$ cat config.mk
export PLATFORM = sky130hd
export DESIGN_NAME = if_fetch_queue
export DESIGN_NICKNAME = d
export VERILOG_FILES = /design/src/rtl/if_pkg.sv /design/src/rtl/if_sync_fifo.sv /design/src/rtl/if_fetch_queue.sv
export SDC_FILE = /design/constraint.sdc
export NUM_CORES = 1
export LEC_CHECK = 0
export ABC_AREA = 1
export BUFFER_PORTS_ARGS = -buffer_cell sky130_fd_sc_hd__buf_2
export CAP_MARGIN = 20
export CORE_ASPECT_RATIO = 1.25
export CORE_MARGIN = 5
export CORE_UTILIZATION = 40
export DETAILED_ROUTE_END_ITERATION = 6
export GPL_TIMING_DRIVEN = 0
export PLACE_DENSITY = 0.59
export SETUP_SLACK_MARGIN = 0.4
export SLEW_MARGIN = 20
export SYNTH_ARGS = -nofsm -noshare
export SYNTH_HDL_FRONTEND = slang
export SYNTH_HIERARCHICAL = 1
export SYNTH_SLANG_ARGS = --single-unit
export TNS_END_PERCENT = 5
$ cat constraint.sdc
create_clock -name clock -period 21.7 [get_ports clock]
set_input_delay 4.34 -clock clock [delete_from_list [all_inputs] [get_ports clock]]
set_output_delay 4.34 -clock clock [all_outputs]
set_load 0.01 [all_outputs]
$ cat src/rtl/if_pkg.sv
// Shared types, constants and helpers for the instruction-fetch stage.
package if_pkg;

  localparam int unsigned PC_SIZE        = 32;
  localparam int unsigned INST_WIDTH     = 32;
  localparam int unsigned DEFAULT_PC_INC = 1;

  typedef struct packed {
    logic [PC_SIZE-1:0]    pc;
    logic [INST_WIDTH-1:0] instr;
  } fetch_entry_t;

  // Occupancy counters need one extra bit so that "full" is representable.
  function automatic int unsigned cnt_width(input int unsigned depth);
    return $clog2(depth) + 1;
  endfunction

endpackage

$ cat src/rtl/if_sync_fifo.sv
// Generic single-clock FIFO with synchronous flush; DEPTH must be a power of two.
module if_sync_fifo #(
  parameter int unsigned WIDTH = 64,
  parameter int unsigned DEPTH = 4
) (
  input  logic                                clock,
  input  logic                                reset,
  input  logic                                flush,
  input  logic                                push,
  input  logic                                pop,
  input  logic [WIDTH-1:0]                    wdata,
  output logic [WIDTH-1:0]                    rdata,
  output logic [if_pkg::cnt_width(DEPTH)-1:0] count,
  output logic                                empty,
  output logic                                full
);
  import if_pkg::*;

  localparam int unsigned PtrW = $clog2(DEPTH);
  localparam int unsigned CntW = cnt_width(DEPTH);

  logic [WIDTH-1:0] mem_q [DEPTH];
  logic [PtrW-1:0]  head_q;
  logic [PtrW-1:0]  tail_q;
  logic [CntW-1:0]  count_q;

  always_ff @(posedge clock) begin
    if (!reset) begin
      for (int i = 0; i < int'(DEPTH); i++) begin
        mem_q[i] <= '0;
      end
      head_q  <= '0;
      tail_q  <= '0;
      count_q <= '0;
    end else if (flush) begin
      // A pop in the flush cycle is simply dropped along with everything else.
      head_q  <= '0;
      tail_q  <= '0;
      count_q <= '0;
    end else begin
      if (push) begin
        mem_q[tail_q] <= wdata;
        tail_q        <= tail_q + PtrW'(1);
      end
      if (pop) begin
        head_q <= head_q + PtrW'(1);
      end
      if (push && !pop) begin
        count_q <= count_q + CntW'(1);
      end else if (pop && !push) begin
        count_q <= count_q - CntW'(1);
      end
    end
  end

  assign rdata = mem_q[head_q];
  assign count = count_q;
  assign empty = (count_q == '0);
  assign full  = (count_q == CntW'(DEPTH));

endmodule

$ cat src/rtl/if_fetch_queue.sv
// Fetch stage: PC generation plus a prefetch queue drained by decode.
// Optional perf counters are compiled in with IF_PERF_CNT_EN.
module if_fetch_queue #(
  parameter int unsigned       PC_SIZE    = 32,
  parameter int unsigned       INST_WIDTH = 32,
  parameter int unsigned       QDEPTH     = 4,
  parameter int unsigned       PC_INC     = if_pkg::DEFAULT_PC_INC,
  parameter logic [PC_SIZE-1:0] RESET_PC  = '0
) (
  input  logic                                 clock,
  input  logic                                 reset,
  input  logic                                 redirect,
  input  logic [PC_SIZE-1:0]                   redirect_pc,
  output logic [PC_SIZE-1:0]                   imem_addr,
  output logic                                 imem_req,
  input  logic [INST_WIDTH-1:0]                imem_rdata,
  output logic                                 out_valid,
  input  logic                                 out_ready,
  output logic [PC_SIZE-1:0]                   out_pc,
  output logic [INST_WIDTH-1:0]                out_instr,
`ifdef IF_PERF_CNT_EN
  output logic [31:0]                          perf_redirects,
  output logic [31:0]                          perf_full_stalls,
`endif
  output logic [if_pkg::cnt_width(QDEPTH)-1:0] q_count
);
  import if_pkg::*;

  localparam int unsigned EntryW = PC_SIZE + INST_WIDTH;

  logic [PC_SIZE-1:0] fetch_pc_q;
  logic [PC_SIZE-1:0] fetch_pc_d;
  logic [EntryW-1:0]  head_entry;
  logic               q_empty;
  logic               q_full;
  logic               pop;

  assign out_valid = !q_empty;
  assign pop       = out_valid && out_ready;
  // A pop frees a slot in the same cycle, so a full queue can still accept a fetch.
  assign imem_req  = reset && !redirect && (!q_full || pop);
  assign imem_addr = fetch_pc_q;

  always_comb begin
    fetch_pc_d = fetch_pc_q;
    if (redirect) begin
      fetch_pc_d = redirect_pc;
    end else if (imem_req) begin
      fetch_pc_d = fetch_pc_q + PC_SIZE'(PC_INC);
    end
  end

  always_ff @(posedge clock) begin
    if (!reset) begin
      fetch_pc_q <= RESET_PC;
    end else begin
      fetch_pc_q <= fetch_pc_d;
    end
  end

  if_sync_fifo #(
    .WIDTH(EntryW),
    .DEPTH(QDEPTH)
  ) u_queue (
    .clock(clock),
    .reset(reset),
    .flush(redirect),
    .push (imem_req),
    .pop  (pop),
    .wdata({fetch_pc_q, imem_rdata}),
    .rdata(head_entry),
    .count(q_count),
    .empty(q_empty),
    .full (q_full)
  );

  assign out_pc    = head_entry[EntryW-1:INST_WIDTH];
  assign out_instr = head_entry[INST_WIDTH-1:0];

`ifdef IF_PERF_CNT_EN
  logic [31:0] perf_redirects_q;
  logic [31:0] perf_full_stalls_q;

  always_ff @(posedge clock) begin
    if (!reset) begin
      perf_redirects_q   <= '0;
      perf_full_stalls_q <= '0;
    end else begin
      if (redirect && (perf_redirects_q != '1)) begin
        perf_redirects_q <= perf_redirects_q + 32'd1;
      end
      if (q_full && !pop && (perf_full_stalls_q != '1)) begin
        perf_full_stalls_q <= perf_full_stalls_q + 32'd1;
      end
    end
  end

  assign perf_redirects   = perf_redirects_q;
  assign perf_full_stalls = perf_full_stalls_q;
`endif

endmodule
==> flow_metrics.env <==
export IMPL_ys_warn_count=6
export IMPL_seqCellArea_mm2=0.00851
export IMPL_synth_common_cells="nor2_1, edfxtp_1, nand2_1, inv_1, o21ai_0"
export IMPL_rows=76
export IMPL_grt_pass1_vias=11000
export IMPL_outcome="completed"
export IMPL_synth_flop_cell="edfxtp_1"
export IMPL_dpl_hpwl_mm=27.4
export IMPL_grt_util_all_layers_pct=20.3
export IMPL_synth_cell_area_mm2=0.0140
export IMPL_endpoint_kind="output port"
export IMPL_syn_nets=1553
export IMPL_hp_class="flip-flop to flip-flop"
export IMPL_fin_area_mm2=0.0166
export IMPL_antenna_found_initial=0
export IMPL_cp_required_ns=17.36
export IMPL_synth_most_common_cell="nor2_1"
export IMPL_finalSetupViolCount=0
export IMPL_hold_viol_final=0
export IMPL_grt_pass1_wl_mm=61.5
export IMPL_clock_sinks=297
export IMPL_dr_first_iter_drc_count=667
export IMPL_io_buffers=168
export IMPL_die_height_um=219
export IMPL_finalCritPeriodShare_pct=46.6
export IMPL_clock_fmax_mhz=98.9
export IMPL_holdPathStages=1
export IMPL_worstHoldStart="u_queue/head_q[1]$_SDFFE_PP0P_"
export IMPL_core_mm2=0.0345
export IMPL_path_max_fanout=14
export IMPL_synth_edf_count=256
export IMPL_initial_utilization_pct=40.4
export IMPL_leakage_nw=7.07
export IMPL_ys_types=34
export IMPL_p_per_area_mw_per_mm2=77.5
export IMPL_yosys_area_top_type="edfxtp_1"
export IMPL_placed_cell_area_mm2=0.0156
export IMPL_fillers=3242
export IMPL_syn2layout_area_growth_pct=19.2
export IMPL_drcViolationCount=0
export IMPL_seq_area_frac_synth_pct=61.0
export IMPL_drive_gt1_share_pct=21.4
export IMPL_worst_skew_pair_late_latency_ns=0.57
export IMPL_io_pins=169
export IMPL_clkTransAtPathRegs_ns=0.06
export IMPL_cts_buffers=31
export IMPL_grt_setup_unrepaired="false"
export IMPL_multiInputGateArea_mm2=0.00434
export IMPL_grt_ovfl_total=0
export IMPL_startpoint_type="primary input"
export IMPL_crit_type="primary input to output port"
export IMPL_period_minus_slack_ns=10.11
export IMPL_antenna_left=0
export IMPL_gp_congestion=0.893
export IMPL_max_cap_violations=0
export IMPL_drv_slew=0
export IMPL_dp_cells=2127
export IMPL_r2r_slack_ns=18.19
export IMPL_ir_drop_mv=0.0567
export IMPL_finalWirelength_mm=39.8
export IMPL_vias=10900
export IMPL_die_width_um=177
export IMPL_die_area_mm2=0.0387
export IMPL_worstPathArrival_ns=5.77
export IMPL_syn_avg_cell_area_um2=9.41
export IMPL_drtPass1Iterations=5
export IMPL_reg2regPathDepth=12
export IMPL_async_flop_share_pct=0
export IMPL_vias_per_cell=4.97
export IMPL_worstMarginPinSlew_ns=0.711
export IMPL_syn_inst=1482
export IMPL_cts_tree="yes"
export IMPL_skew_ns=0.0114
export IMPL_netlist_top_cells_area="edfxtp_1, nor2_1, dfxtp_1"
export IMPL_finish_utilization_pct=48.2
export IMPL_h_tree_depth=1
export IMPL_max_slew_margin_pct=52.6
export IMPL_cts_setup_buffers=0
export IMPL_diodes=0
export IMPL_reg2reg_from="u_queue/count[0]$_SDFFE_PP0P_"
export IMPL_stdcell_count=2185
export IMPL_r2r_end="u_queue/mem_q[1][6]$_SDFFCE_PN0P_"
export IMPL_grt_max_degree=37
export IMPL_post_drt_wl_per_cell_um=18.2
export IMPL_ys_seq_elements=297
export IMPL_setup_tns_ns=0
export IMPL_timing_hold_ws_ns=0.444
export IMPL_num_nets_final=1763
export IMPL_cts_root_buf="clkbuf_16"
export IMPL_cts_hold_buf=0
export IMPL_cts_repair_resize_count=0
export IMPL_netlist_area_leader_share_pct=55.1
export IMPL_clock_path_buffers=3
==> kinds of logic (layout without fill, tap and decap cells) <==
family | after synthesis | count (layout) | synth area share (%)
AOI/OAI and AO/OA | 252 | 252 | 9.92
xor gates and xnor gates | 8 | 8 | 0.502
adders and majority gates | 3 | 3 | 0.323
buffers and inverters | 271 | 506 | 8.12
DFF | 297 | 297 | 61.0
and+or+nand+nor | 651 | 651 | 20.2
==> layer usage <==
layer / global-route usage, % / vias up / part of all wire [%]
met5: 0 / - / 0
met1: 25.0 / 5115 / 40
met4: 6.09 / 0 / 2.6
met2: 37.2 / 371 / 52
met3: 2.69 / 64 / 6.1
li1: - / 5314 / -
==> area by class of cell <==
type                    count  share of cell area (%)
clock buffers              37                    4.92
flip-flops and latches    297                    51.2
well taps                 468                    3.52
plain buffers              79                    2.48
repair buffers            177                    6.41
clock inverters            21                    1.02
multi-input cells         914                    26.1
inverters                 192                    4.34
==> flip-flops by register name, summed over array words and instances (netlist names), named ones only <==
signal / count
u_queue/count: 3
u_queue/mem_q: 256
u_queue/tail_q: 2
imem_addr: 32
u_queue/head_q: 2
==> cell usage in the layout (no fill, tap or decap), drive strengths merged, types with 3 or more instances in the layout <==
cell type,n
xnor2,3
a21oi,25
buf,213
dfxtp,41
clkbuf,80
edfxtp,256
clkinvlp,4
nand3,37
o22ai,64
nor3,6
o21ai,150
o221ai,3
nor2,393
clkinv,13
nand2,210
xor2,5
inv,194
nand4,5
a31oi,7
==> worst max-delay path, cell delays in order <==
cell     delay, ns
buf_2         0.15
buf_2         0.21
inv_2         0.11
nand3_2       0.19
inv_2         0.26
buf_4         0.32
buf_2         0.18
==> how the worst max path moves through the flow <==
stage | startpoint | end | slack, ns | cells after the start
after CTS | redirect | imem_req | 11.61 | 7
final | redirect | imem_req | 11.59 | 7
after floorplan | redirect | u_queue/mem_q[2][0]$_SDFFCE_PN0P_ | 11.48 | 7
after global placement | redirect | u_queue/mem_q[2][31]$_SDFFCE_PN0P_ | 7.05 | 8
after detailed placement | redirect | imem_req | 11.62 | 7
after global routing | redirect | imem_req | 11.54 | 7
==> power by group <==
group	switching [mW]	total [mW]	internal [mW]
Combinational	0.0750	0.113	0.0379
Clock	0.223	0.516	0.293
Sequential	0.0159	0.660	0.644
Total	0.314	1.29	0.975
==> stage by stage <==
step | setup WS, ns | power [mW]
2_1_floorplan | 11.48 | 0.729
3_3_place_gp | 7.05 | 0.782
3_5_place_dp | 11.62 | 0.786
4_1_cts | 11.61 | 1.30
5_1_grt | 11.54 | 1.34
6_report | 11.59 | 1.29
Power figures use the tool's default switching activity.
